`src/rtl/step_recorder_pkg.sv`:
```
// Shared constants, pattern type and FSM encoding for the step recorder and
// the datapath load bus it writes into.
package step_recorder_pkg;

  localparam int unsigned STEPS           = 8;
  localparam int unsigned NUM_INS         = 4;
  localparam int unsigned STEP_W          = $clog2(STEPS);
  localparam int unsigned LD_W            = STEPS;   // load bus width shared with datapath
  localparam int unsigned WR_W            = $clog2(NUM_INS);
  localparam int unsigned SYNC_STAGES_DEF = 2;
  localparam int unsigned CNT_W_DEF       = 26;

  typedef logic [LD_W-1:0] pattern_t;

  typedef enum logic [1:0] {
    ST_IDLE   = 2'd0,
    ST_ARMED  = 2'd1,
    ST_RECORD = 2'd2,
    ST_WRITE  = 2'd3
  } state_t;

endpackage

```
`src/rtl/step_recorder_if.sv`:
```
// Bundle between the sequencer side (bpm tick, pads, datapath patterns) and
// the step recorder.
//   master : sequencer/board side, drives controls and current patterns
//   slave  : step recorder, drives sel/ld_ins and status
interface step_recorder_if;
  import step_recorder_pkg::*;

  logic                step_tick;
  logic [STEP_W-1:0]   timing;
  logic [NUM_INS-1:0]  pad_n;
  logic                arm;
  logic                cancel;
  logic                overdub;
  pattern_t            cur_ins1;
  pattern_t            cur_ins2;
  pattern_t            cur_ins3;
  pattern_t            cur_ins4;
  pattern_t            sel;
  logic [NUM_INS-1:0]  ld_ins;
  logic                recording;
  logic                busy;
  logic                done;

  modport master (
    output step_tick, timing, pad_n, arm, cancel, overdub,
           cur_ins1, cur_ins2, cur_ins3, cur_ins4,
    input  sel, ld_ins, recording, busy, done
  );

  modport slave (
    input  step_tick, timing, pad_n, arm, cancel, overdub,
           cur_ins1, cur_ins2, cur_ins3, cur_ins4,
    output sel, ld_ins, recording, busy, done
  );
endinterface

```
`src/rtl/step_recorder_pad_sync_edge.sv`:
```
// One pad: synchronizer chain, active-low to active-high, registered
// rising-edge detect. o_hit pulses SYNC_STAGES+1 cycles after the pad falls,
// once per press however long it is held.
//   clk, reset : clock, async active-low reset
//   i_pad_n    : raw pad, active-low, asynchronous (SYNC_STAGES >= 2)
//   o_hit      : one-cycle press pulse
module step_recorder_pad_sync_edge #(
  parameter int unsigned SYNC_STAGES = 2
) (
  input  logic clk,
  input  logic reset,
  input  logic i_pad_n,
  output logic o_hit
);

  logic [SYNC_STAGES-1:0] r_sync;
  logic                   r_pressed_d;
  logic                   r_hit;
  logic                   w_pressed;

  assign w_pressed = ~r_sync[SYNC_STAGES-1];
  assign o_hit     = r_hit;

  // Chain resets to the released level so reset never fakes a press.
  always_ff @(posedge clk or negedge reset) begin
    if (!reset) begin
      r_sync      <= '1;
      r_pressed_d <= 1'b0;
      r_hit       <= 1'b0;
    end else begin
      r_sync      <= {r_sync[SYNC_STAGES-2:0], i_pad_n};
      r_pressed_d <= w_pressed;
      r_hit       <= w_pressed & ~r_pressed_d;
    end
  end

endmodule

```
`src/rtl/step_recorder.sv`:
```
// Live pad recorder: arms, records one 8-step bar of quantized pad hits, then
// writes the four patterns back to the datapath one instrument per cycle.
//   clk, reset : clock, async active-low reset
//   bus        : step tick/timing, pads, arm/cancel/overdub, current patterns
//                in; sel, one-hot ld_ins, recording, busy, done out
module step_recorder
  import step_recorder_pkg::*;
#(
  parameter int unsigned SYNC_STAGES = SYNC_STAGES_DEF,
  parameter int unsigned CNT_W       = CNT_W_DEF
) (
  input logic            clk,
  input logic            reset,
  step_recorder_if.slave bus
);

  logic [NUM_INS-1:0]            w_hit;
  logic [NUM_INS-1:0][LD_W-1:0]  w_cur;
  logic [NUM_INS-1:0][LD_W-1:0]  w_hit_mask;
  logic [STEP_W-1:0]             w_idx;
  logic [LD_W-1:0]               w_step_oh;
  logic                          w_round;
  logic                          w_bar_start;

  logic [CNT_W-1:0]              r_elapsed;
  logic [CNT_W-1:0]              r_period;
  state_t                        r_state;
  logic [NUM_INS-1:0][LD_W-1:0]  r_cap;
  logic [WR_W-1:0]               r_wr;
  pattern_t                      r_sel;
  logic [NUM_INS-1:0]            r_ld;
  logic                          r_recording;
  logic                          r_busy;
  logic                          r_done;

  for (genvar g = 0; g < NUM_INS; g++) begin : g_pad
    step_recorder_pad_sync_edge #(.SYNC_STAGES(SYNC_STAGES)) u_pad (
      .clk     (clk),
      .reset   (reset),
      .i_pad_n (bus.pad_n[g]),
      .o_hit   (w_hit[g])
    );
  end

  assign w_cur = {bus.cur_ins4, bus.cur_ins3, bus.cur_ins2, bus.cur_ins1};

  // Step period measurement, free-running in every state.
  always_ff @(posedge clk or negedge reset) begin
    if (!reset) begin
      r_elapsed <= '0;
      r_period  <= '0;
    end else if (bus.step_tick) begin
      r_period  <= (r_elapsed == '1) ? '1 : r_elapsed + CNT_W'(1);
      r_elapsed <= '0;
    end else if (r_elapsed != '1) begin
      r_elapsed <= r_elapsed + CNT_W'(1);
    end
  end

  // Round up past the half-step; a tick cycle counts as elapsed=0 and never rounds.
  assign w_round     = !bus.step_tick && (r_period != '0) && (r_elapsed >= (r_period >> 1));
  assign w_idx       = bus.timing + STEP_W'(w_round);   // step 7 + 1 wraps to 0
  assign w_step_oh   = LD_W'(1) << w_idx;
  assign w_bar_start = bus.step_tick && (bus.timing == '0);

  always_comb begin
    w_hit_mask = '0;
    for (int p = 0; p < NUM_INS; p++) begin
      w_hit_mask[p] = w_hit[p] ? w_step_oh : '0;
    end
  end

  // Recorder FSM with registered outputs.
  always_ff @(posedge clk or negedge reset) begin
    if (!reset) begin
      r_state     <= ST_IDLE;
      r_cap       <= '0;
      r_wr        <= '0;
      r_sel       <= '0;
      r_ld        <= '0;
      r_recording <= 1'b0;
      r_busy      <= 1'b0;
      r_done      <= 1'b0;
    end else begin
      r_done <= 1'b0;
      case (r_state)
        ST_IDLE: begin
          if (bus.arm && !bus.cancel) begin
            r_cap   <= bus.overdub ? w_cur : '0;
            r_state <= ST_ARMED;
            r_busy  <= 1'b1;
          end
        end
        ST_ARMED: begin
          if (bus.cancel) begin
            r_state <= ST_IDLE;
            r_busy  <= 1'b0;
          end else if (w_bar_start) begin
            r_cap       <= r_cap | w_hit_mask;
            r_state     <= ST_RECORD;
            r_recording <= 1'b1;
          end
        end
        ST_RECORD: begin
          if (bus.cancel) begin
            r_state     <= ST_IDLE;
            r_recording <= 1'b0;
            r_busy      <= 1'b0;
          end else if (w_bar_start) begin
            // Bar closed: hits in this tick cycle belong to the next bar and are dropped.
            r_state     <= ST_WRITE;
            r_recording <= 1'b0;
            r_wr        <= '0;
            r_sel       <= r_cap[0];
            r_ld        <= NUM_INS'(1);
          end else begin
            r_cap <= r_cap | w_hit_mask;
          end
        end
        ST_WRITE: begin
          if (r_wr == WR_W'(NUM_INS - 1)) begin
            r_sel   <= '0;
            r_ld    <= '0;
            r_done  <= 1'b1;
            r_busy  <= 1'b0;
            r_state <= ST_IDLE;
          end else begin
            r_wr  <= r_wr + WR_W'(1);
            r_sel <= r_cap[r_wr + WR_W'(1)];
            r_ld  <= r_ld << 1;
          end
        end
        default: begin
          r_state <= ST_IDLE;
        end
      endcase
    end
  end

  assign bus.sel       = r_sel;
  assign bus.ld_ins    = r_ld;
  assign bus.recording = r_recording;
  assign bus.busy      = r_busy;
  assign bus.done      = r_done;

endmodule

```
`src/flat_wrapper.sv`:
```
// flat-port wrapper written by rule: the top's interface ports become plain ports
module step_recorder_flat import step_recorder_pkg::*;
#(
  parameter int unsigned SYNC_STAGES = SYNC_STAGES_DEF,
  parameter int unsigned CNT_W       = CNT_W_DEF
)
  (clk, reset, bus_step_tick, bus_timing, bus_pad_n, bus_arm, bus_cancel, bus_overdub, bus_cur_ins1, bus_cur_ins2, bus_cur_ins3, bus_cur_ins4, bus_sel, bus_ld_ins, bus_recording, bus_busy, bus_done);
  step_recorder_if bus_i ();
  input logic clk;
  input logic reset;
  input wire logic [$bits(bus_i.step_tick)-1:0] bus_step_tick;
  input wire logic [$bits(bus_i.timing)-1:0] bus_timing;
  input wire logic [$bits(bus_i.pad_n)-1:0] bus_pad_n;
  input wire logic [$bits(bus_i.arm)-1:0] bus_arm;
  input wire logic [$bits(bus_i.cancel)-1:0] bus_cancel;
  input wire logic [$bits(bus_i.overdub)-1:0] bus_overdub;
  input wire logic [$bits(bus_i.cur_ins1)-1:0] bus_cur_ins1;
  input wire logic [$bits(bus_i.cur_ins2)-1:0] bus_cur_ins2;
  input wire logic [$bits(bus_i.cur_ins3)-1:0] bus_cur_ins3;
  input wire logic [$bits(bus_i.cur_ins4)-1:0] bus_cur_ins4;
  output wire logic [$bits(bus_i.sel)-1:0] bus_sel;
  output wire logic [$bits(bus_i.ld_ins)-1:0] bus_ld_ins;
  output wire logic [$bits(bus_i.recording)-1:0] bus_recording;
  output wire logic [$bits(bus_i.busy)-1:0] bus_busy;
  output wire logic [$bits(bus_i.done)-1:0] bus_done;
  assign bus_i.step_tick = bus_step_tick;
  assign bus_i.timing = bus_timing;
  assign bus_i.pad_n = bus_pad_n;
  assign bus_i.arm = bus_arm;
  assign bus_i.cancel = bus_cancel;
  assign bus_i.overdub = bus_overdub;
  assign bus_i.cur_ins1 = bus_cur_ins1;
  assign bus_i.cur_ins2 = bus_cur_ins2;
  assign bus_i.cur_ins3 = bus_cur_ins3;
  assign bus_i.cur_ins4 = bus_cur_ins4;
  assign bus_sel = bus_i.sel;
  assign bus_ld_ins = bus_i.ld_ins;
  assign bus_recording = bus_i.recording;
  assign bus_busy = bus_i.busy;
  assign bus_done = bus_i.done;
  step_recorder #(.SYNC_STAGES(SYNC_STAGES), .CNT_W(CNT_W)) u_core (.clk(clk), .reset(reset), .bus(bus_i));
endmodule
```
`config.mk`:
```
export PLATFORM = sky130hd
export DESIGN_NAME = step_recorder_flat
export DESIGN_NICKNAME = d
export VERILOG_FILES = /design/src/rtl/step_recorder_pkg.sv /design/src/rtl/step_recorder_if.sv /design/src/rtl/step_recorder_pad_sync_edge.sv /design/src/rtl/step_recorder.sv /design/src/flat_wrapper.sv
export SDC_FILE = /design/constraint.sdc
export NUM_CORES = 1
export LEC_CHECK = 0
export CORE_MARGIN = 2
export CORE_UTILIZATION = 29
export DETAILED_ROUTE_END_ITERATION = 6
export PLACE_DENSITY_LB_ADDON = 0.2
export SYNTH_ARGS = -nofsm -noshare
export SYNTH_HDL_FRONTEND = slang
export SYNTH_SLANG_ARGS = --single-unit
```
`constraint.sdc`:
```
create_clock -name clk -period 5 [get_ports clk]
set_input_delay 1 -clock clk [delete_from_list [all_inputs] [get_ports clk]]
set_output_delay 1 -clock clk [all_outputs]
set_load 0.05 [all_outputs]
```
==> flow_summary.ini <==
[outcome]
status = finished, final reports clean

[detailed_routing]
post-route-drc-count = 0
drt.antenna.violating_nets = 0
vias = 5188
drt_wl_total_mm = 17.2
drt-wirelength-per-cell_um = 16.6
vias_per_cell = 5.01
drtIter0Drc = 349
first_pass_iters = 4

[global_route]
grt_pass1_wl_mm = 28.5
grt_pass1_vias = 5063
antenna_found_initial = 0
overflow = 0
globalRouteTotalUtil = 0.153
grt_max_degree = 69

[power_and_ir_drop]
internal-power_mw = 2.35
power_density_nw_per_um2 = 447
pwr-share-clk = 0.365
pwr-share-comb = 0.266
seqPwrFrac = 0.369
p_leak_nw = 3.47
peakVddDrop_mv = 0.210
power.switching_mw = 1.18
swShare = 0.334

[finish]
layout-drive-gt1-share = 0.113
fin_nets = 822
fill_cells = 2232
area_growth_pct = 22.7
n_antenna_cell = 0
fin_util = 0.362

[clock_tree]
cts.repair.resized = 0
clk_path_buf_depth = 2
cts_buffers = 17
path_clk_slew_ns = 0.06
clock_latency_ns = 0.42
cts_tree = done
clkSinkCount = 119
postCtsHoldBufs = 0
htree_levels = 4
postCtsSetupRepairBufs = 0
clk_root_buffer_cell = clkbuf_16

[placed_design]
portBuffers = 59
hpwl_mm = 11.7
gp_congestion = 0.777

[setup_path]
endpoint_kind = flop
worst_r2r_path_depth = 12
worstPathArrival_ns = 3.89
path_max_fanout = 8
required_ns = 5.34
crit_path_start_kind = flop
crit_type = flop to flop

[timing]
min_period_over_period = 0.709
relSlewSlack = 0.272
fin_crit_ns = 3.54
final_hold_viol_count = 0
timing.setup.tns_ns = 0
worst_pin_slew_ns = 1.09
finalSetupViolCount = 0
drv_slew = 0
fmax_mhz = 282
grt_setup_unrepaired = false
fin_skew_ns = 0.0123

[die]
core_um2 = 21800
initial_utilization = 0.295
die_width_um = 153
dieArea_um2 = 23400
fp-row-count = 54
ios = 60
die_h_um = 153

[worst_hold_path]
hold_path_class = flop to flop
min_delay_path_depth = 0

[logic_synthesis]
syn_area_per_cell_um2 = 9.26
synth-edff-count = 0
syn_area_um2 = 6440
yosysTopAreaCellShare = 0.431
synth_ff_type = dfrtp_1
async_flop_share = 1.00
synth.ff_latch_count = 119
syn-num-nets = 776
synth_cells = 696
ys_warn_count = 0
yosysUniqueCellTypes = 55
synth_seq_area_share = 0.464
ys_top_cells_by_area = dfrtp_1 (43%), ha_1 (6.8%), nand2_1 (5.8%), a21oi_1 (5.4%), a31oi_1 (3.8%)
synth_top_area_cell = dfrtp_1

[flow_run]
max_cap_viol_count = 0
[layout make-up]
type	instances	area (um^2)	share of cell area
Multi-Input combinational cell	497	3150	0.398
Sequential cell	119	2990	0.378
Timing Repair Buffer	70	666	0.0842
Clock buffer	17	425	0.0538
Tap cell	280	350	0.0443
Clock inverter	15	190	0.0240
Inverter	37	139	0.0176
[cells in the mapped netlist (6+ instances only)]
cell type / count
nor2b_1: 8
nand3_1: 42
nand2_1: 99
nand4_1: 13
mux4_2: 8
a22oi_1: 6
inv_1: 37
xor2_1: 12
a21oi_2: 7
dfstp_2: 8
dfrtp_1: 111
nor2_1: 64
a21oi_1: 70
a31oi_1: 39
nor4_1: 12
ha_1: 35
clkbuf_1: 31
xnor2_1: 9
buf_2: 7
o21ai_0: 9
[critical path, cell delays in order, from the launching register on]
cell and delay [ns]:
dfrtp_1 0.43, ha_1 0.32, nand4b_1 0.22, nor4_1 0.39
o311ai_0 0.21, a311oi_1 0.40, ha_1 0.25, ha_1 0.25
nor2_1 0.54, nand3_1 0.15, nand2_1 0.09, a31oi_1 0.08
a21oi_1 0.14
[placed cells by master (no fill, tap or decap), types with 2 or more instances in the layout]
master	count
a22oi_1	6
mux4_2	8
clkinv_4	2
bufinv_16	3
clkdlybuf4s50_1	57
mux2_2	4
nor3_2	2
xnor2_1	9
nor4_1	12
and4_2	2
inv_1	37
and2_1	4
a22o_1	5
dfrtp_1	111
a21oi_1	69
nand4_1	13
ha_1	35
nor2b_1	8
clkbuf_16	17
nand2_1	99
nand2b_1	5
mux2i_1	4
nor2_1	64
dfstp_2	8
o21ai_0	9
and4_1	2
a31oi_1	39
a21o_1	3
xor2_1	12
and3_1	3
a21oi_2	8
nor3_1	5
buf_4	12
a41o_1	2
clkinvlp_4	3
inv_6	5
nand3_1	42
or4_1	3
[registers in the layout (all words and copies together) (netlist names), 4 cells and up]
register                        cells
u_core.r_cap                       32
u_core.g_pad.u_pad.r_pressed_d      4
u_core.bus.sel                      8
u_core.r_period                    26
u_core.bus.ld_ins                   4
u_core.g_pad.u_pad.o_hit            4
u_core.r_elapsed                   26
u_core.g_pad.u_pad.r_sync           8
[kinds of logic (layout without fill, tap and decap cells)]
group,after synthesis,after routing,synth area share
buf+inv,80,139,0.0491
fa+ha+maj,35,35,0.0679
flops,119,119,0.464
compound gates,149,149,0.139
xor+xnor,21,21,0.0285
simple gates,276,276,0.210
mux,16,16,0.0412
[path summary, 6_finish.rpt]
check | endpoint | start | slack [ns]
hold / removal | u_core.g_pad[1].u_pad.r_sync[1] | u_core.g_pad[1].u_pad.r_sync[0] | 0.35
max in group asynchronous | u_core.g_pad[1].u_pad.r_pressed_d | reset | 3.42
min in group asynchronous | u_core.bus.done | reset | 0.55
setup / recovery | u_core.r_cap[24] | u_core.r_elapsed[23] | 1.46
hold reg to reg | u_core.g_pad[1].u_pad.r_sync[1] | u_core.g_pad[1].u_pad.r_sync[0] | 0.35
setup reg to reg | u_core.r_cap[24] | u_core.r_elapsed[23] | 1.46
[power by group through the flow]
| stage | sequential (mW) | clock, mW | combinational (mW) |
|---|---|---|---|
| 2_1_floorplan | 1.30 | 0 | 0.671 |
| 3_3_place_gp | 1.32 | 0 | 0.938 |
| 3_5_place_dp | 1.32 | 0 | 0.942 |
| 4_1_cts | 1.30 | 1.32 | 0.948 |
| 5_1_grt | 1.33 | 1.36 | 1.06 |
| 6_report | 1.30 | 1.29 | 0.940 |
[metrics by stage]
step | cell area [um^2] | setup slack [ns] | total power [mW] | hold WS [ns] | std cells
final | 7910 | 1.46 | 3.53 | 0.354 | 1035
after global routing | 7910 | 1.07 | 3.75 | 0.360 | 1035
after CTS | 7910 | 1.46 | 3.57 | 0.356 | 1035
after detailed placement | 7290 | 1.48 | 2.26 | 0.348 | 1003
after global placement | 7290 | 1.54 | 2.26 | 0.346 | 1003
after floorplan | 6440 | 1.88 | 1.97 | 0.345 | 696
[layer usage]
layer,up-vias,track usage,wire length [um]
li1,2554,-,-
met1,2500,0.221,8710
met2,109,0.224,7470
met3,25,0.0335,684
met4,0,0.0569,331
met5,-,0,0
No activity file was read; power rests on OpenSTA's default activity.
